===== config.mk =====
export PLATFORM = sky130hd
export DESIGN_NAME = alu_rr_scheduler
export DESIGN_NICKNAME = d
export VERILOG_FILES = /design/src/rtl/alu_rr_scheduler.sv
export SDC_FILE = /design/constraint.sdc
export NUM_CORES = 1
export LEC_CHECK = 0
export CAP_MARGIN = 40
export CORE_MARGIN = 5
export CORE_UTILIZATION = 29
export CTS_BUF_LIST = sky130_fd_sc_hd__clkbuf_4 sky130_fd_sc_hd__clkbuf_8 sky130_fd_sc_hd__clkbuf_16
export DETAILED_ROUTE_END_ITERATION = 8
export SYNTH_ARGS = -nofsm -noshare
export SYNTH_HDL_FRONTEND = slang
export SYNTH_SLANG_ARGS = --single-unit
export TNS_END_PERCENT = 1

===== constraint.sdc =====
create_clock -name clk -period 3.2 [get_ports clk]
set_clock_uncertainty 0.1 [all_clocks]
set_input_delay 0.32 -clock clk [delete_from_list [all_inputs] [get_ports clk]]
set_output_delay 0.32 -clock clk [all_outputs]
set_load 0.05 [all_outputs]

===== src/rtl/alu_rr_scheduler.sv =====
// Round-robin scheduler sharing one 8-bit ALU between NREQ requesters.
// Operands and results are registered so the ALU path sits between two flops.
module alu_rr_scheduler #(
    parameter int NREQ  = 4,
    parameter int ID_W  = 2,
    parameter int CNT_W = 16
) (
    input  logic                clk,
    input  logic                rst,
    input  logic [NREQ-1:0]     req_valid,
    output logic [NREQ-1:0]     req_ready,
    input  logic [NREQ*8-1:0]   req_x,
    input  logic [NREQ*8-1:0]   req_y,
    input  logic [NREQ*3-1:0]   req_op,
    output logic [NREQ-1:0]     rsp_valid,
    input  logic [NREQ-1:0]     rsp_ready,
    output logic [7:0]          rsp_result,
    output logic                rsp_overflow,
    output logic [ID_W-1:0]     rsp_id,
    output logic                busy,
    output logic [CNT_W-1:0]    ops_done
);

    typedef enum logic [1:0] {IDLE, EXEC, RESP} state_t;

    state_t          state, state_nxt;
    logic [ID_W-1:0] ptr;
    logic [ID_W-1:0] gnt_id;
    logic            gnt_found;
    logic [ID_W:0]   cand;
    logic [7:0]      gnt_x, gnt_y;
    logic [2:0]      gnt_op;
    logic [7:0]      x_q, y_q;
    logic [2:0]      op_q;
    logic [7:0]      alu_r;
    logic            alu_ov;
    logic            rsp_hs;

    // Search upward from the pointer, wrapping at NREQ; first valid wins.
    always_comb begin
        gnt_found = 1'b0;
        gnt_id    = '0;
        cand      = '0;
        for (int k = 0; k < NREQ; k++) begin
            cand = {1'b0, ptr} + (ID_W+1)'(k);
            if (cand >= (ID_W+1)'(NREQ))
                cand = cand - (ID_W+1)'(NREQ);
            if (!gnt_found && req_valid[cand[ID_W-1:0]]) begin
                gnt_found = 1'b1;
                gnt_id    = cand[ID_W-1:0];
            end
        end
    end

    always_comb begin
        gnt_x  = '0;
        gnt_y  = '0;
        gnt_op = '0;
        for (int i = 0; i < NREQ; i++) begin
            if (gnt_id == ID_W'(i)) begin
                gnt_x  = req_x[8*i +: 8];
                gnt_y  = req_y[8*i +: 8];
                gnt_op = req_op[3*i +: 3];
            end
        end
    end

    always_comb begin
        alu_r  = '0;
        alu_ov = 1'b0;
        case (op_q)
            3'b000: begin
                alu_r  = x_q + y_q;
                alu_ov = (x_q[7] == y_q[7]) && (alu_r[7] != x_q[7]);
            end
            3'b001: begin
                alu_r  = x_q - y_q;
                alu_ov = (x_q[7] != y_q[7]) && (alu_r[7] != x_q[7]);
            end
            3'b010: alu_r = ~x_q;
            3'b011: alu_r = x_q & y_q;
            3'b100: alu_r = x_q | y_q;
            3'b101: alu_r = x_q ^ y_q;
            3'b110: alu_r = {7'b0, (x_q > y_q)};
            3'b111: alu_r = {7'b0, (x_q == y_q)};
            default: alu_r = '0;
        endcase
    end

    always_ff @(posedge clk) begin
        if (rst)
            state <= IDLE;
        else
            state <= state_nxt;
    end

    always_comb begin
        state_nxt = state;
        req_ready = '0;
        rsp_valid = '0;
        rsp_hs    = 1'b0;
        case (state)
            IDLE: begin
                if (gnt_found) begin
                    req_ready[gnt_id] = 1'b1;
                    state_nxt         = EXEC;
                end
            end
            EXEC: state_nxt = RESP;
            RESP: begin
                rsp_valid[rsp_id] = 1'b1;
                if (rsp_ready[rsp_id]) begin
                    rsp_hs    = 1'b1;
                    state_nxt = IDLE;
                end
            end
            default: state_nxt = IDLE;
        endcase
    end

    assign busy = (state != IDLE);

    // Pointer only advances on a completed response, so a reset mid-flight leaves it at 0.
    always_ff @(posedge clk) begin
        if (rst) begin
            ptr          <= '0;
            x_q          <= '0;
            y_q          <= '0;
            op_q         <= '0;
            rsp_id       <= '0;
            rsp_result   <= '0;
            rsp_overflow <= 1'b0;
            ops_done     <= '0;
        end else begin
            if (state == IDLE && gnt_found) begin
                x_q    <= gnt_x;
                y_q    <= gnt_y;
                op_q   <= gnt_op;
                rsp_id <= gnt_id;
            end
            if (state == EXEC) begin
                rsp_result   <= alu_r;
                rsp_overflow <= alu_ov;
            end
            if (rsp_hs) begin
                if (ops_done != '1)
                    ops_done <= ops_done + CNT_W'(1);
                ptr <= (rsp_id == ID_W'(NREQ-1)) ? '0 : rsp_id + ID_W'(1);
            end
        end
    end

endmodule


* After elaboration in Yosys (flattened, before gate mapping)
Index checks and enable logic that the tools add are counted.
** Word-level totals
- Word-level logic and storage cells :: 124
- Flip-flop bits (word level) :: 50
- Output and inout port bits :: 36
- Input bits :: 86
** Operators by class
- Bitwise operators :: 4
- Reduce and logical (&&, ||, !) cells :: 17
- Muxes and demuxes :: 49
- Equal/unequal tests :: 21
- $add $sub $neg :: 11
- $lt $le $gt $ge :: 13
** Operator list (number)
- 2-to-1 mux 8 bit :: 8
- one-hot mux 8 bit (8 select lines) :: 1
- 2-to-1 mux 2 bit :: 11
- less-than comparator 2 x 3 -> 1 bit (second input constant) :: 6
- adder 16 x 1 -> 16 bit (second input constant) :: 1
- inequality test 16 bit (second input constant) :: 1
- 2-to-1 mux 1 bit :: 13
- == test 3 bit (second input constant) :: 4
- 2-to-1 mux 3 bit :: 4
- 2-to-1 mux 4 bit :: 3
- binary-select mux 1 bit (select 2 bit) :: 5
- >= comparator 3 bit (second input constant) :: 3
- adder 8 bit :: 1
- AND 8 bit :: 1
- == test 2 bit (second input constant) :: 4
- == test 8 bit :: 1
- > comparator 8 bit :: 1
- logical AND 1 bit :: 8
- NOT 8 bit :: 1
- bitwise OR 8 bit :: 1
- subtractor 2 x 1 -> 2 bit (second input constant) :: 4
- subtractor 8 bit :: 1
- bitwise XOR 8 bit :: 1
- adder 2 x 2 -> 3 bit (second input constant) :: 2
- 18 further kinds :: 29

* Depth between registers and ports, before layout
Gate-level depths: netlist (run 1).
- Word-level depth :: 20
- Depth in mapped cells :: 10
- Depth with buffers taken out :: 10

* Least setup slack after synthesis (run 1)
Ideal clock, no wire load.
- Path type :: reg2out
- Start :: register ptr[1]
- End :: output port req_ready[2]
- Stages on the path, launching flop included :: 7
- Required time :: 2.780 ns
- Path buffers :: 2
- Path slack :: 0.359 ns
- Data arrival time :: 2.421 ns
- Cells stage by stage :: dfxtp_1 -> buf_6 -> a21oi_1 -> o21ai_1 -> a21oi_1 -> buf_2 -> nor3b_1
** On the way
- Cells in the longest elaborated chain, start to end :: 20
- Elaborated cells on any way between the ends :: 44
- Classes of those cells :: add/sub (7); order compare (6); mux (24); reduce/logical (7)
** Ends and longest elaborated chain
- start, declared :: line 27 : logic [ID_W-1:0] ptr;
- start signal, assigned :: line 148 : ptr <= (rsp_id == ID_W'(NREQ-1)) ? '0 : rsp_id + ID_W'(1);
- branches (longest 18 deep; another with adder 2 x 1 -> 3 bit)
- 2-to-1 mux 4 bit * :: line 104 : if (gnt_found) begin
- 2-to-1 mux 4 bit * :: line 102 : case (state)
- end, declared :: line 11 : output logic [NREQ-1:0] req_ready,
Every way passes the cells marked *. The select of a mux whose other input is x is not followed.

* Worst setup path after layout (run 1)
- Start :: input port req_valid[0]
- End :: output port req_ready[1]
** On the way
- Cells in the longest elaborated chain, start to end :: 18
- Elaborated cells on any way between the ends :: 29
- Classes of those cells :: order compare (2); mux (20); reduce/logical (7)
** Ends and longest elaborated chain
- start, declared :: line 10 : input logic [NREQ-1:0] req_valid,
- binary-select mux 1 bit (select 2 bit) :: line 48 : if (!gnt_found && req_valid[cand[ID_W-1:0]]) begin
- 2-to-1 mux 1 bit (not written as such) :: line 48
- 2-to-1 mux 1 bit :: line 48
- logical NOT 1 bit :: line 48
- logical AND 1 bit :: line 48
- 2-to-1 mux 1 bit :: line 48
- logical NOT 1 bit :: line 48
- logical AND 1 bit :: line 48
- [2 not listed]
- logical AND 1 bit :: line 48
- 2-to-1 mux 2 bit :: line 48
- less-than comparator 2 x 3 -> 1 bit (not written as such) or >= comparator 2 x 1 -> 1 bit (tied branches) :: line 105 : req_ready[gnt_id] = 1'b1;
- logical AND 1 bit (not written as such) :: line 105
- 2-to-1 mux 1 bit (not written as such) :: line 105
- demux 1 bit (select 2 bit) :: line 105
- 2-to-1 mux 4 bit * :: line 104
- 2-to-1 mux 4 bit * :: line 102
Mark *: on every way between the ends. The rest lies on a longest branch, timed or not. The select of a mux whose other input is x is not followed.

==> results.env, run 1 <==
RUN_STATUS='finished clean'
POSTCTSSETUPBUFFERS=0
FLOORPLAN.ROWS=43
POWER.DENSITY_CELL_AREA_nW_PER_UM2=425.0
SWITCHING_SHARE=0.3589
FIRST_ITER_VIOLATIONS=184
ROUTE.DETAILED.WL_PER_INST_UM=14.70
FP.DIEAREA_UM2=16320
FINISH.INSTANCE_AREA_UM2=5575
REPORT.FINAL.SETUP_VIOL=0
WORST_HOLD_PATH.ENDPOINT='rsp_result[7]$_SDFFE_PP0N_'
CPMOSTUSEDCELL='sky130_fd_sc_hd__nor2_1'
FINALPOWER_mW=2.370
SYNTH_EDF_COUNT=0
VIAS=3821
GRT_ANTENNA_BEFORE_REPAIR=0
CTS-BUFFERS-INSERTED=5
CELLLEAKAGEPOWER_nW=2.126
COMB_POWER_SHARE=0.418
MAPPEDNETLISTNETS=605
SYNTHARSTFLOPSHARE=0
CLOCK_TREE.ROOT_CELL='sky130_fd_sc_hd__clkbuf_16'
GLOBALROUTE.TOTALOVERFLOW=0
LENGTH_OF_THE_FIRST_DETAILED_ROUTING_PASS_IN_ITERATIONS=5
COREAREA_UM2=13720
TOP_LEVEL_PORTS=122
MIN_FROM='rsp_result[7]$_SDFFE_PP0N_'
CTS-HTREE-LEVELS=2
FLOORPLAN.INITIALDENSITY=0.2930
TNS_NS=0
CTS_TREE='yes'
TIMING.CRITICAL_PATH.ARRIVAL_NS=2.11
CRITICAL_PATH_REQUIRED_NS=2.78
SEQ_AREA_FRAC_SYNTH=0.2490
NFILLCELLS=1389
POSTSYNTHCELLCOUNT=488
HP-CLASS='flip-flop to flip-flop'
DIEHEIGHT_UM=127.7
NUMBER_OF_CELLS_ON_THE_WORST_REG_TO_REG_PATH=8
SEQ_POWER_SHARE=0.314
MAX_CLOCK_FREQ_GHz=0.3955
WORST-PATH-BUF-INV=2
YOSYS.AREA.TOP_TYPE='sky130_fd_sc_hd__dfxtp_1'
DRT_WL_TOTAL_UM=11410
PORT_BUFFERS=121
RRSETUPSLACK_NS=0.76
POST_SYNTH_MAIN_AREA_CONTRIBUTORS='sky130_fd_sc_hd__dfxtp_1 25%, sky130_fd_sc_hd__mux2i_1 11%, sky130_fd_sc_hd__ha_1 9.0%, sky130_fd_sc_hd__mux2_2 5.6%, sky130_fd_sc_hd__nor2_1 4.9%'
LAYOUT-AREA-OVERHEAD-VS-SYNTH_PCT=38.69
PERIOD_NEEDED_NS=2.529
P_INT_mW=1.519
ENDPOINT_KIND='output pin'
MAPPEDNETLISTAREA_UM2=4020
CRITICAL_PATH_CLASS='primary input to output pin'
NETLIST.AREA_LEADER.SHARE=0.2490
CLK_PIN_SLEW_WORST_PATHS_NS=0.07
SYNTH-MAIN-FF-CELL='sky130_fd_sc_hd__dfxtp_1'
HOLD_DEPTH=2
POST_CTS_RESIZED=0
N_ANTENNA_CELL=0
GRT_PASS1_VIAS=3845
CLKSINKCOUNT=50
CRITICAL_PATH_MAX_STAGE_DELAY_NS=0.52
CRITICAL_PATH.STARTPOINT_TYPE='primary input'
FINAL_MAX_SLEW_VIOL_COUNT=0
DPL_WORST_SLACK_NS=0.6090
CRIT_CHAIN='clkdlybuf4s50_1 > mux2i_1 > nor2_1 > a311oi_4 > nand2_1 > nor2_1 > buf_12'
WORSTREG2REGSTART='x_q[1]$_SDFFE_PP0P_'
FIN_NETS=712
FINALWORSTSETUPSLACK_NS=0.6712
WORST-PATH-MAX-FANOUT=6
WORST_IR_DROP_VDD_mV=0.2363
REG2REG_TO='rsp_result[7]$_SDFFE_PP0N_'
CPLARGESTDELAYFAMILY='buffers and inverters'
RSZ_0062_RAISED_AFTER_GLOBAL_ROUTING='false'
SYNTHESIZED_FLOP_AND_LATCH_TOTAL=50
WORST_SLEW_MARGIN_REL=0.4357
GROUTE.USAGE.OVERALL=0.1396
DPL.HPWL_UM=9211
DRV_CAP=0
SKEW_PAIR_LATE_INSERTION_DELAY_NS=0.29
YOSYS_WARNINGS=0
FINISH.UTILIZATION=0.4064
DIE_WD_UM=127.7
LAYOUT-DRIVE-GT1-SHARE=0.09228
CRIT_PATH_TOP_DELAY_CELL='sky130_fd_sc_hd__clkdlybuf4s50_1'
SYNTH_CELL_TYPE_COUNT=53
POST-ROUTE-PERIOD-UTIL=0.7902
POWER_SWITCHING_mW=0.8506
GLOBALPLACE.CONGESTION=0.9102
ANTENNA_VIOLATING_NETS_POST_ROUTE=0
WORSTMARGINPINSLEW_NS=0.8453
HOLD_VIOLATIONS=0
SHARE_CLK_OF_TOTAL_POWER=0.268
GRT_START_MAX_NET_PINS=38
DPL_CELL_AREA_UM2=5398
GRT_FIRST_PASS_WIRELENGTH_UM=18950
CLK_PATH_BUF_DEPTH=2
AVGSYNTHCELLAREA_UM2=8.238
POST-ROUTE-DRC-COUNT=0
CTS_HOLD_FIX_BUFS=0
POST_DETAILED_ROUTE_VIA_TO_CELL_RATIO=4.924
state kept, by name (all words and copies together), names as in the netlist:
signal / flops
y_q: 8
ops_done: 16
ptr: 2
rsp_id: 2
state: 2
op_q: 3
rsp_overflow: 1
x_q: 8
rsp_result: 8
cell usage after synthesis (5+ instances only):
master	instances
sky130_fd_sc_hd__or3_1	19
sky130_fd_sc_hd__a21oi_1	38
sky130_fd_sc_hd__xnor2_1	7
sky130_fd_sc_hd__nand3_1	5
sky130_fd_sc_hd__mux2i_1	43
sky130_fd_sc_hd__a22oi_1	6
sky130_fd_sc_hd__inv_1	28
sky130_fd_sc_hd__dfxtp_1	50
sky130_fd_sc_hd__and3_1	7
sky130_fd_sc_hd__o21ai_2	7
sky130_fd_sc_hd__clkbuf_1	21
sky130_fd_sc_hd__nor2_1	52
sky130_fd_sc_hd__o21ai_1	19
sky130_fd_sc_hd__mux2_2	20
sky130_fd_sc_hd__buf_6	6
sky130_fd_sc_hd__nand2b_1	6
sky130_fd_sc_hd__nand4_1	5
sky130_fd_sc_hd__ha_1	29
sky130_fd_sc_hd__xor2_1	14
sky130_fd_sc_hd__and2_1	7
sky130_fd_sc_hd__nand2_1	18
sky130_fd_sc_hd__nor3_1	13
sky130_fd_sc_hd__nor2b_1	6
sky130_fd_sc_hd__o22ai_1	5
routing by layer:
| metal | global-route usage | vias to the layer above | wire [um] |
|---|---|---|---|
| met5 | 0 | - | 0 |
| met4 | 0.04307 | 0 | 236 |
| met1 | 0.1865 | 1726 | 5278 |
| met3 | 0.03250 | 15 | 714 |
| li1 | - | 1941 | - |
| met2 | 0.2234 | 139 | 5180 |
worst reg2reg max path: cells and delay by family (launching register included):
kind	cells	cell delay, ns
buffers and inverters	1	0.12
and+or+nand+nor	2	0.49
adders and majority gates	1	0.40
AOI/OAI and AO/OA	4	0.81
DFF	1	0.47
cells in the final DEF, fill, tap and decap left out, types with 3 or more instances in the layout:
cell and n:
sky130_fd_sc_hd__a22o_1 3, sky130_fd_sc_hd__ha_1 29, sky130_fd_sc_hd__o22ai_1 5, sky130_fd_sc_hd__nand2_1 18
sky130_fd_sc_hd__mux2_2 20, sky130_fd_sc_hd__nor2_1 52, sky130_fd_sc_hd__xnor2_1 7, sky130_fd_sc_hd__mux2i_1 43
sky130_fd_sc_hd__and2_1 7, sky130_fd_sc_hd__inv_1 28, sky130_fd_sc_hd__clkbuf_16 5, sky130_fd_sc_hd__xor2_1 14
sky130_fd_sc_hd__o221ai_1 4, sky130_fd_sc_hd__nand2b_1 6, sky130_fd_sc_hd__o21ai_0 4, sky130_fd_sc_hd__nor3_1 13
sky130_fd_sc_hd__a22oi_1 6, sky130_fd_sc_hd__o31ai_1 3, sky130_fd_sc_hd__and3_1 7, sky130_fd_sc_hd__or3_1 19
sky130_fd_sc_hd__o21ai_2 7, sky130_fd_sc_hd__and4_1 3, sky130_fd_sc_hd__dfxtp_1 50, sky130_fd_sc_hd__nand4_1 5
sky130_fd_sc_hd__o21ai_1 19, sky130_fd_sc_hd__nand3b_1 4, sky130_fd_sc_hd__a211oi_1 4, sky130_fd_sc_hd__clkdlybuf4s50_1 117
sky130_fd_sc_hd__o21a_1 3, sky130_fd_sc_hd__buf_12 3, sky130_fd_sc_hd__a21oi_1 37, sky130_fd_sc_hd__nor2b_1 6
sky130_fd_sc_hd__nand3_1 5, sky130_fd_sc_hd__buf_4 11
through the flow:
step                hold slack [ns]  instances
detailed placement           0.3446        768
floorplan                    0.3811        488
global route                 0.3812        776
CTS                          0.3547        776
finish                       0.3471        776
global placement             0.3413        767
power by group through the flow:
stage                     Combinational [mW]  Sequential (mW)  Clock (mW)
final                                  0.992            0.744       0.634
after global placement                 0.976            0.755           0
after floorplan                        0.630            0.791           0
after detailed placement               0.987            0.758           0
after CTS                              0.993            0.744       0.656
after global routing                    1.10            0.754       0.675
kinds of logic (layout without fill, tap and decap cells):
family,Yosys count,in the layout,share of synthesized area
AO/OA/AOI/OAI,108,108,0.1721
AND/OR/NAND/NOR,154,154,0.1961
flip-flops,50,50,0.2490
buffers and inverters,60,168,0.06816
adder cells (fa/ha/maj),31,31,0.1002
multiplexers,64,64,0.1687
XOR/XNOR,21,21,0.04575
layout make-up:
cell class	instances	area, um^2	area share
Clock buffer	6	138.9	0.02491
Clock inverter	2	38.79	0.006957
Inverter	29	108.9	0.01952
Multi-Input combinational cell	378	2749	0.4930
Sequential cell	50	1001	0.1795
Tap cell	180	225.2	0.04039
Timing Repair Buffer	131	1314	0.2356
worst max path at each step:
stage,start,end,slack (ns),cells past startpoint
after global routing,x_q[1]$_SDFFE_PP0P_,rsp_overflow$_SDFFE_PP0N_,0.49,8
after floorplan,ptr[1]$_SDFFE_PP0P_,req_ready[2],0.36,6
after global placement,rsp_ready[1],ops_done[13]$_SDFFE_PP0P_,0.60,7
after detailed placement,req_valid[0],x_q[3]$_SDFFE_PP0P_,0.61,8
after CTS,req_valid[0],req_ready[2],0.68,7
final,req_valid[0],req_ready[1],0.67,7
(Power assumes the default switching activity.)
==> run 2, diff against run 1 <==
- clock period: 3.2 -> 2.5 ns (I/O delays scaled with it)
==> run 2 against run 1 <==
Compared with the run above: sequential power grew 26%; utilization grew 1.0 points; count of clock-buffer cells in the layout rose by 1; non-clock buffer count increased by 17; register-to-register slack worse by 0.60 ns; via count rose by 0.94%; global-route usage up 0.29 points; die area unchanged; critical path depth is 1 higher; final cell count up 2.2%; total power rose by 27%.
==> results.env, run 2 (synthesized netlist as in run 1, its figures left out) <==
RUN_STATUS='finished clean'
PORT_BUFFERS=121  # unchanged
GRT_START_MAX_NET_PINS=27  # -29%
ENDPOINT_KIND='output pin'
CLK_PATH_BUF_DEPTH=2  # unchanged
HOLD_DEPTH=2  # unchanged
TOP_REGISTER='ops_done'
POST-ROUTE-PERIOD-UTIL=0.9410
HOLD_VIOLATIONS=0  # unchanged
CTS_TREE='yes'
CRIT_PATH_TOP_DELAY_CELL='sky130_fd_sc_hd__clkdlybuf4s50_1'
FLOORPLAN.ROWS=43  # unchanged
DPL_CELL_AREA_UM2=5555  # +2.9%
CTS-BUFFERS-INSERTED=5  # unchanged
POSTCTSSETUPBUFFERS=0  # unchanged
POST_DETAILED_ROUTE_VIA_TO_CELL_RATIO=4.864  # -1.2%
LAYOUT_COMMON_CELLS='117 x sky130_fd_sc_hd__clkdlybuf4s50_1, 52 x sky130_fd_sc_hd__nor2_1, 49 x sky130_fd_sc_hd__dfxtp_1'
CPLARGESTDELAYFAMILY='buffers and inverters'
FINISH.INSTANCE_AREA_UM2=5717  # +2.5%
GLOBALPLACE.CONGESTION=0.9020  # -0.90%
GROUTE.USAGE.OVERALL=0.1425  # +0.002891
WORSTMARGINPINSLEW_NS=0.8048  # -0.04055 ns
DIE_WD_UM=127.7  # unchanged
VIAS=3857  # +0.94%
LAYOUT_COMMONEST_CELL='sky130_fd_sc_hd__clkdlybuf4s50_1'
TNS_NS=0  # unchanged
GRT_PASS1_VIAS=3923  # +2.0%
COREAREA_UM2=13720  # unchanged
POST-ROUTE-DRC-COUNT=0  # unchanged
DIEHEIGHT_UM=127.7  # unchanged
FP.DIEAREA_UM2=16320  # unchanged
REPORT.FINAL.SETUP_VIOL=0  # unchanged
FIRST_ITER_VIOLATIONS=159  # -14%
CRITICAL_PATH_CLASS='primary input to output pin'
GRT_FIRST_PASS_WIRELENGTH_UM=19240  # +1.5%
CTS-HTREE-LEVELS=2  # unchanged
ANTENNA_VIOLATING_NETS_POST_ROUTE=0  # unchanged
DPL.HPWL_UM=9511  # +3.3%
CRITICAL_PATH_MAX_STAGE_DELAY_NS=0.52  # about the same
LAYOUT-AREA-OVERHEAD-VS-SYNTH_PCT=42.20
CRITICAL_PATH_REQUIRED_NS=2.15  # -0.63 ns
GLOBALROUTE.TOTALOVERFLOW=0  # unchanged
MAX_CLOCK_FREQ_GHz=0.4251
WORST_SLEW_MARGIN_REL=0.4628  # +0.02707
WORST-PATH-MAX-FANOUT=17  # +11
FLOORPLAN.INITIALDENSITY=0.2930  # unchanged
NUMBER_OF_CELLS_ON_THE_WORST_REG_TO_REG_PATH=8  # unchanged
FIN_NETS=729  # +2.4%
CLK_PIN_SLEW_WORST_PATHS_NS=0.07  # about the same
CRIT_CHAIN='clkdlybuf4s50_1 > mux2i_1 > nor2_1 > a311oi_4 > buf_12 > nand2_1 > nor2_1 > buf_12'
FINAL_LAYOUT_WORST_HOLD_SLACK_NS=0.3529  # +0.005784 ns
WORST-PATH-BUF-INV=3  # +1
GRT_ANTENNA_BEFORE_REPAIR=0  # unchanged
LENGTH_OF_THE_FIRST_DETAILED_ROUTING_PASS_IN_ITERATIONS=4  # -1
POST_CTS_RESIZED=0  # unchanged
CELLLEAKAGEPOWER_nW=2.207  # +3.8%
PERIOD_NEEDED_NS=2.353
CTS_HOLD_FIX_BUFS=0  # unchanged
POWER.DENSITY_CELL_AREA_nW_PER_UM2=526.8  # +24%
TIMING.CRITICAL_PATH.ARRIVAL_NS=2.00  # -0.11 ns
CP.DEPTH=8  # +1
CLOCK_TREE.ROOT_CELL='sky130_fd_sc_hd__clkbuf_16'
TOP_LEVEL_PORTS=122  # unchanged
CRITICAL_PATH.STARTPOINT_TYPE='primary input'
RSZ_0062_RAISED_AFTER_GLOBAL_ROUTING='false'
N_ANTENNA_CELL=0  # unchanged
DRV_CAP=0  # unchanged
WORST_IR_DROP_VDD_mV=0.2674  # +13%
CLKSINKCOUNT=50  # unchanged
HP-CLASS='flip-flop to flip-flop'
FINAL_MAX_SLEW_VIOL_COUNT=0  # unchanged
NUMBER_OF_FLIP_FLOPS_UNDER_THE_LARGEST_REGISTER_NAME=16  # unchanged
DRT_WL_TOTAL_UM=11610  # +1.7%
SKEW_PAIR_LATE_INSERTION_DELAY_NS=0.29  # about the same
ROUTE.DETAILED.WL_PER_INST_UM=14.63  # -0.47%
LAYOUT-DRIVE-GT1-SHARE=0.1223  # +0.03007
-- run 2: report_power, final --
group | internal, mW | leakage, nW | switching [mW]
registers | 0.866 | 0.409 | 0.0706
clock network | 0.414 | 0.0779 | 0.304
logic | 0.631 | 1.72 | 0.726
total | 1.91 | 2.21 | 1.10
-- run 2: metal layers --
layer,global-route usage,up-vias,part of all wire
li1,-,1971,-
met3,0.03250,7,0.066
met2,0.2304,102,0.46
met5,0,-,0
met1,0.1923,1777,0.46
met4,0.03558,0,0.010
-- run 2: area by class of cell --
type	instances	area, um^2
timing repair buffer	148	1466
clock buffer	7	146.4
multi-input combinational	378	2759
clock inverter	1	8.758
inverter	29	108.9
tap	180	225.2
fill	1369	8003
sequential	50	1002
-- run 2: metrics by stage --
step	utilization	cells	setup WS, ns	power (mW)
CTS	0.4162	793	0.07496	3.036
global placement	0.4044	784	0.06465	2.294
global route	0.4167	793	0.009942	3.217
floorplan	-	488	-0.2138	1.820
finish	0.4167	793	0.1474	3.012
detailed placement	0.4049	785	-0.0008764	2.310
-- run 2: final timing paths --
kind,start,slack (ns),to
hold reg to reg,rsp_result[2]$_SDFFE_PP0N_,0.35,rsp_result[2]$_SDFFE_PP0N_
setup reg to reg,y_q[1]$_SDFFE_PP0P_,0.16,rsp_result[7]$_SDFFE_PP0N_
hold / removal,rsp_result[2]$_SDFFE_PP0N_,0.35,rsp_result[2]$_SDFFE_PP0N_
setup / recovery,req_valid[0],0.15,req_ready[1]
-- run 2: worst register-to-register path, stage by stage, from the launching register on --
cell	delay (ns)
sky130_fd_sc_hd__dfxtp_1	0.38
sky130_fd_sc_hd__inv_1	0.12
sky130_fd_sc_hd__ha_1	0.40
sky130_fd_sc_hd__nor2_1	0.07
sky130_fd_sc_hd__o221ai_1	0.28
sky130_fd_sc_hd__a32oi_1	0.18
sky130_fd_sc_hd__or4_1	0.41
sky130_fd_sc_hd__a22o_1	0.23
sky130_fd_sc_hd__o21ai_1	0.11
